**src/rtl/mips_pkg.sv**
```systemverilog
// Shared constants and types for the MIPS pipeline datapath.
package mips_pkg;

    localparam int unsigned DW_DEF = 32;
    localparam int unsigned RW_DEF = 5;

    localparam logic [2:0] ALU_ADDU  = 3'b000;
    localparam logic [2:0] ALU_SUBU  = 3'b001;
    localparam logic [2:0] ALU_ORI   = 3'b010;
    localparam logic [2:0] ALU_LOAD  = 3'b011;
    localparam logic [2:0] ALU_STORE = 3'b100;
    localparam logic [2:0] ALU_BEQ   = 3'b101;
    localparam logic [2:0] ALU_LUI   = 3'b110;

    typedef struct packed {
        logic       valid;
        logic       reg_write;
        logic       mem_read;
        logic       mem_write;
        logic       mem_to_reg;
        logic       alu_src;
        logic [2:0] alu_ctr;
    } ex_ctrl_t;

    localparam ex_ctrl_t CTRL_BUBBLE = '{
        valid:      1'b0,
        reg_write:  1'b0,
        mem_read:   1'b0,
        mem_write:  1'b0,
        mem_to_reg: 1'b0,
        alu_src:    1'b0,
        alu_ctr:    ALU_ADDU
    };

endpackage

```
**src/rtl/fwd_mux.sv**
```systemverilog
// Operand bypass select: EX/MEM over MEM/WB over stored value; r0 never bypassed.
module fwd_mux #(
    parameter int unsigned DW = 32,
    parameter int unsigned RW = 5
) (
    input  logic [RW-1:0] src,
    input  logic [DW-1:0] stored,
    input  logic          exm_reg_write,
    input  logic [RW-1:0] exm_dst,
    input  logic [DW-1:0] exm_result,
    input  logic          wb_reg_write,
    input  logic [RW-1:0] wb_dst,
    input  logic [DW-1:0] wb_data,
    output logic [DW-1:0] fwd_data
);

    logic hit_exm;
    logic hit_wb;

    assign hit_exm = exm_reg_write && (exm_dst != '0) && (exm_dst == src);
    assign hit_wb  = wb_reg_write  && (wb_dst  != '0) && (wb_dst  == src);

    always_comb begin
        fwd_data = stored;
        if (hit_exm)     fwd_data = exm_result;
        else if (hit_wb) fwd_data = wb_data;
    end

endmodule

```
**src/rtl/id_ex_stage.sv**
```systemverilog
// ID/EX pipeline register with operand forwarding and load-use hazard detection.
module id_ex_stage
    import mips_pkg::*;
#(
    parameter int unsigned DW = DW_DEF,
    parameter int unsigned RW = RW_DEF
) (
    input  logic          clk,
    input  logic          rst_n,
    input  logic          id_valid,
    input  logic [RW-1:0] id_rs,
    input  logic [RW-1:0] id_rt,
    input  logic [RW-1:0] id_rd,
    input  logic          id_uses_rt,
    input  logic [DW-1:0] id_rs_data,
    input  logic [DW-1:0] id_rt_data,
    input  logic [15:0]   id_imm16,
    input  logic [2:0]    id_alu_ctr,
    input  logic          id_alu_src,
    input  logic          id_reg_dst,
    input  logic          id_reg_write,
    input  logic          id_mem_read,
    input  logic          id_mem_write,
    input  logic          id_mem_to_reg,
    input  logic          flush,
    input  logic          exm_reg_write,
    input  logic [RW-1:0] exm_dst,
    input  logic [DW-1:0] exm_result,
    input  logic          wb_reg_write,
    input  logic [RW-1:0] wb_dst,
    input  logic [DW-1:0] wb_data,
    output logic          stall,
    output logic          ex_valid,
    output logic [DW-1:0] alu_a,
    output logic [DW-1:0] alu_b,
    output logic [2:0]    alu_ctr,
    output logic [DW-1:0] ex_store_data,
    output logic [RW-1:0] ex_dst,
    output logic          ex_reg_write,
    output logic          ex_mem_read,
    output logic          ex_mem_write,
    output logic          ex_mem_to_reg
);

    ex_ctrl_t      ctrl_q;
    ex_ctrl_t      id_ctrl;
    logic [RW-1:0] rs_q, rt_q, dst_q;
    logic [DW-1:0] rs_data_q, rt_data_q, imm_q;
    logic [DW-1:0] imm_ext;
    logic [DW-1:0] rs_cap, rt_cap;
    logic [DW-1:0] rs_fwd, rt_fwd;

    assign id_ctrl = '{
        valid:      id_valid,
        reg_write:  id_reg_write,
        mem_read:   id_mem_read,
        mem_write:  id_mem_write,
        mem_to_reg: id_mem_to_reg,
        alu_src:    id_alu_src,
        alu_ctr:    id_alu_ctr
    };

    // Immediate extension depends on the opcode class.
    always_comb begin
        imm_ext = DW'($signed(id_imm16));
        case (id_alu_ctr)
            ALU_ORI: imm_ext = DW'(id_imm16);
            ALU_LUI: imm_ext = DW'({id_imm16, 16'h0000});
            default: imm_ext = DW'($signed(id_imm16));
        endcase
    end

    // Same-cycle regfile write is not yet visible in the read data.
    assign rs_cap = (wb_reg_write && (wb_dst != '0) && (wb_dst == id_rs)) ? wb_data : id_rs_data;
    assign rt_cap = (wb_reg_write && (wb_dst != '0) && (wb_dst == id_rt)) ? wb_data : id_rt_data;

    assign stall = ctrl_q.valid && ctrl_q.mem_read && (rt_q != '0) && id_valid &&
                   ((rt_q == id_rs) || (id_uses_rt && (rt_q == id_rt)));

    always_ff @(posedge clk or negedge rst_n) begin
        if (!rst_n) begin
            ctrl_q    <= CTRL_BUBBLE;
            rs_q      <= '0;
            rt_q      <= '0;
            dst_q     <= '0;
            rs_data_q <= '0;
            rt_data_q <= '0;
            imm_q     <= '0;
        end else if (flush || stall) begin
            ctrl_q    <= CTRL_BUBBLE;
            rs_q      <= '0;
            rt_q      <= '0;
            dst_q     <= '0;
            rs_data_q <= '0;
            rt_data_q <= '0;
            imm_q     <= '0;
        end else begin
            ctrl_q    <= id_ctrl;
            rs_q      <= id_rs;
            rt_q      <= id_rt;
            dst_q     <= id_reg_dst ? id_rd : id_rt;
            rs_data_q <= rs_cap;
            rt_data_q <= rt_cap;
            imm_q     <= imm_ext;
        end
    end

    fwd_mux #(.DW(DW), .RW(RW)) u_fwd_rs (
        .src           (rs_q),
        .stored        (rs_data_q),
        .exm_reg_write (exm_reg_write),
        .exm_dst       (exm_dst),
        .exm_result    (exm_result),
        .wb_reg_write  (wb_reg_write),
        .wb_dst        (wb_dst),
        .wb_data       (wb_data),
        .fwd_data      (rs_fwd)
    );

    fwd_mux #(.DW(DW), .RW(RW)) u_fwd_rt (
        .src           (rt_q),
        .stored        (rt_data_q),
        .exm_reg_write (exm_reg_write),
        .exm_dst       (exm_dst),
        .exm_result    (exm_result),
        .wb_reg_write  (wb_reg_write),
        .wb_dst        (wb_dst),
        .wb_data       (wb_data),
        .fwd_data      (rt_fwd)
    );

    assign alu_a         = rs_fwd;
    assign ex_store_data = rt_fwd;
    assign alu_b         = ctrl_q.alu_src ? imm_q : rt_fwd;
    assign alu_ctr       = ctrl_q.alu_ctr;
    assign ex_valid      = ctrl_q.valid;
    assign ex_dst        = dst_q;
    assign ex_reg_write  = ctrl_q.reg_write;
    assign ex_mem_read   = ctrl_q.mem_read;
    assign ex_mem_write  = ctrl_q.mem_write;
    assign ex_mem_to_reg = ctrl_q.mem_to_reg;

endmodule

```
**config.mk**
```make
export PLATFORM = sky130hd
export DESIGN_NAME = id_ex_stage
export DESIGN_NICKNAME = d
export VERILOG_FILES = /design/src/rtl/mips_pkg.sv /design/src/rtl/fwd_mux.sv /design/src/rtl/id_ex_stage.sv
export SDC_FILE = /design/constraint.sdc
export NUM_CORES = 1
export LEC_CHECK = 0
export ABC_CLOCK_PERIOD_IN_PS = 4600
export BUFFER_PORTS_ARGS = -buffer_cell sky130_fd_sc_hd__buf_4
export CELL_PAD_IN_SITES_DETAIL_PLACEMENT = 1
export CELL_PAD_IN_SITES_GLOBAL_PLACEMENT = 2
export CORE_MARGIN = 8
export CORE_UTILIZATION = 27
export CTS_CLUSTER_SIZE = 12
export DETAILED_ROUTE_END_ITERATION = 8
export GPL_ROUTABILITY_DRIVEN = 0
export PLACE_DENSITY_LB_ADDON = 0.12
export SYNTH_ARGS = -nofsm -noshare
export SYNTH_HDL_FRONTEND = slang
export SYNTH_SLANG_ARGS = --single-unit
```
**constraint.sdc**
```tcl
create_clock -name clk -period 4.6 [get_ports clk]
set_clock_uncertainty 0.2 [all_clocks]
set_input_delay 1.38 -clock clk [delete_from_list [all_inputs] [get_ports clk]]
set_output_delay 1.38 -clock clk [all_outputs]
set_load 0.1 [all_outputs]
```
==> flow_summary.yaml <==
outcome:
  outcome: "finished, violations left"
  violations: "setup timing"
timing:
  fin_hold_ws_ns: 0.742
  drv_slew: 0
  hold_violations: 0
  worst_slack_ns: -0.342
  rsz0062_at_grt: "yes"
  fin_tns_setup_ns: -23.77
  fmax_mhz: 202
  finalSetupViolCount: 96
  worst_slew_pin_slew_ns: 0.943
  finalCritPeriodShare_pct: 107
  relSlewSlack_pct: 36.9
  min_period_ns: 4.94
worst_setup_path:
  crit_chain: "buf_6 > or4_4 > o211ai_4 > buf_12 > clkbuf_16 > or3_4 > a31oi_4 > mux2_4 > buf_12"
  timing.critical_path.mode_cell: "buf_12"
  cp_top_family: "simple AND/OR/NAND/NOR gates"
  critPathBufInv: 4
  critPathKind: "in2out"
  cp.arrival_ns: 3.36
  start_kind: "primary input"
  max_stage_delay_ns: 0.57
  cp-end-kind: "primary output"
  crit_slowest_cell: "or4_4"
  critPathRequiredTime_ns: 3.02
  worst-path-max-fanout: 14
place:
  place_area_sq_um: 11500
  numPortBuffers: 294
  hpwl_microns: 23900
clock_tree:
  cts_root_buf: "clkbuf_16"
  clockBufferDepth: 2
  cts.sinks: 120
  holdBufCountCts: 0
  tritoncts: "yes"
  htree_levels: 4
  clk_pin_slew_ns: 0.06
  cts_made_buffers: 17
  clk_latency_ns: 0.41
global_routing:
  antenna_found_initial: 0
  gr-usage-all-layers_pct: 21.2
  grt_pass1_vias: 8043
  grt_remaining_overflow: 0
  grt_pass1_wl_microns: 50300
  grt_max_degree: 65
yosys:
  synth_cells: 796
  synthesis.nets: 981
  synth-seq-cells: 120
  async_reset_ff_share_pct: 100
  ys.flop_type: "dfrtp_1"
  synth_cell_types: 38
  syn_area_sq_um: 7020
  ys_warn_count: 0
  synth-edff-count: 0
  synth_seq_area_share_pct: 42.8
  syn_avg_cell_area_sq_um: 8.82
final_layout:
  finalInstanceArea_sq_um: 14400
  post_route_cells_drive_above_1_share_pct: 57.4
  fin_nets: 1324
  reg_top3: "imm_q: 32 flops, rs_data_q: 32 flops, rt_data_q: 32 flops"
  final_cell_mix: "239 x buf_4, 119 x dfrtp_1, 114 x buf_12, 105 x nor2_1, 69 x mux2i_1"
  syn2layout_area_growth_pct: 104
  layout_commonest_cell: "buf_4"
pwr:
  p_leak_nw: 6.24
  cellPowerDensity_nw_per_um2: 291
  ir_worst_vdd_uv: 179
floorplan:
  core_area_sq_um: 25800
  die_area_sq_um: 31400
  io_pins: 295
  num_rows: 59
  initial_utilization_pct: 27.2
  die_height_microns: 177
  fp.dieW_microns: 177
routing:
  first_pass_iters: 4
  detail-route-antenna-nets: 0
  wl_per_cell_microns: 23.3
  drt_iter0_markers: 281
  routed_wl_microns: 34700
  vias: 7281
  vias_per_cell: 4.89
  drc: 0
job:
  maxCapViolations: 0
worst_hold_path:
  hold_path_class: "in2async"
cell families after synthesis:
| kind of cell | share of synthesized area, % |
|---|---|
| buffers and inverters | 6.64 |
| multiplexers | 14.8 |
| AND/OR/NAND/NOR | 20.1 |
| flip-flops | 42.8 |
| AO/OA/AOI/OAI | 10.7 |
| XOR/XNOR | 4.99 |
final cells by class:
class | instances | area, sq um
tap | 335 | 419
timing repair buffer | 399 | 4770
sequential | 120 | 3000
clock inverter | 11 | 97.6
multi-input combinational | 567 | 5460
clock buffer | 21 | 480
fill | 2683 | 11500
antenna | 1 | 2.50
inverter | 34 | 128
where the power goes:
part / leakage (nW) / internal (W) / switching, W
clock network: 0.277 / 0.000798 / 0.000510
registers: 1.55 / 0.00111 / 0.0000473
logic: 4.41 / 0.000691 / 0.00102
total: 6.24 / 0.00260 / 0.00158
stage by stage:
step | power (W) | cells | utilization [%] | setup slack (ns)
after global routing | 0.00432 | 1487 | 55.6 | -0.383
after detailed placement | 0.00257 | 1424 | 44.4 | -0.470
final | 0.00418 | 1488 | 55.6 | -0.342
after global placement | 0.00256 | 1424 | 44.4 | -0.443
after floorplan | 0.00212 | 796 | - | -0.754
after CTS | 0.00415 | 1476 | 53.3 | -0.362
worst paths after layout:
path                             start       endpoint  slack [ns]  cells after the start
max                          wb_dst[1]      alu_b[13]       -0.34                      9
min                              rst_n  rs_data_q[26]        0.74                      1
max reg2reg                    rt_q[2]      imm_q[30]        2.01                      6
min reg2reg                ex_mem_read        rs_q[2]        0.88                      5
max in group asynchronous        rst_n      ctrl_q[3]        2.62                      2
min in group clk           ex_mem_read        rs_q[2]        0.88                      5
metal layers:
| layer | vias to the layer above | wire length (microns) | GRT usage [%] |
|---|---|---|---|
| li1 | 3404 | - | - |
| met4 | 0 | 497 | 4.06 |
| met5 | - | 0 | 0 |
| met2 | 206 | 17600 | 37.0 |
| met1 | 3649 | 14600 | 25.9 |
| met3 | 22 | 2020 | 5.70 |
synthesized netlist by cell type, drive strengths merged, types with 4 or more instances:
master | instances | area, sq um
xor2 | 10 | 87.6
nand3 | 5 | 25.0
buf | 35 | 189
inv | 34 | 128
nand2 | 83 | 312
and2 | 19 | 119
mux2 | 31 | 349
dfrtp | 120 | 3000
and3 | 17 | 106
or3 | 31 | 194
mux2i | 69 | 691
nor2 | 106 | 398
nor3 | 31 | 155
xnor2 | 30 | 263
a21oi | 16 | 83.8
clkbuf | 40 | 150
o21ai | 35 | 175
or4 | 4 | 33.8
a31oi | 63 | 413
repair_timing:
action / in CTS / in global routing
resized for setup: 344 / 121
setup endpoints to repair: 96 / 96
cloned: 8 / 3
pin swaps: 39 / 56
buffers inserted: 12 / 11
Note: power is estimated with default switching activity, not from simulation.
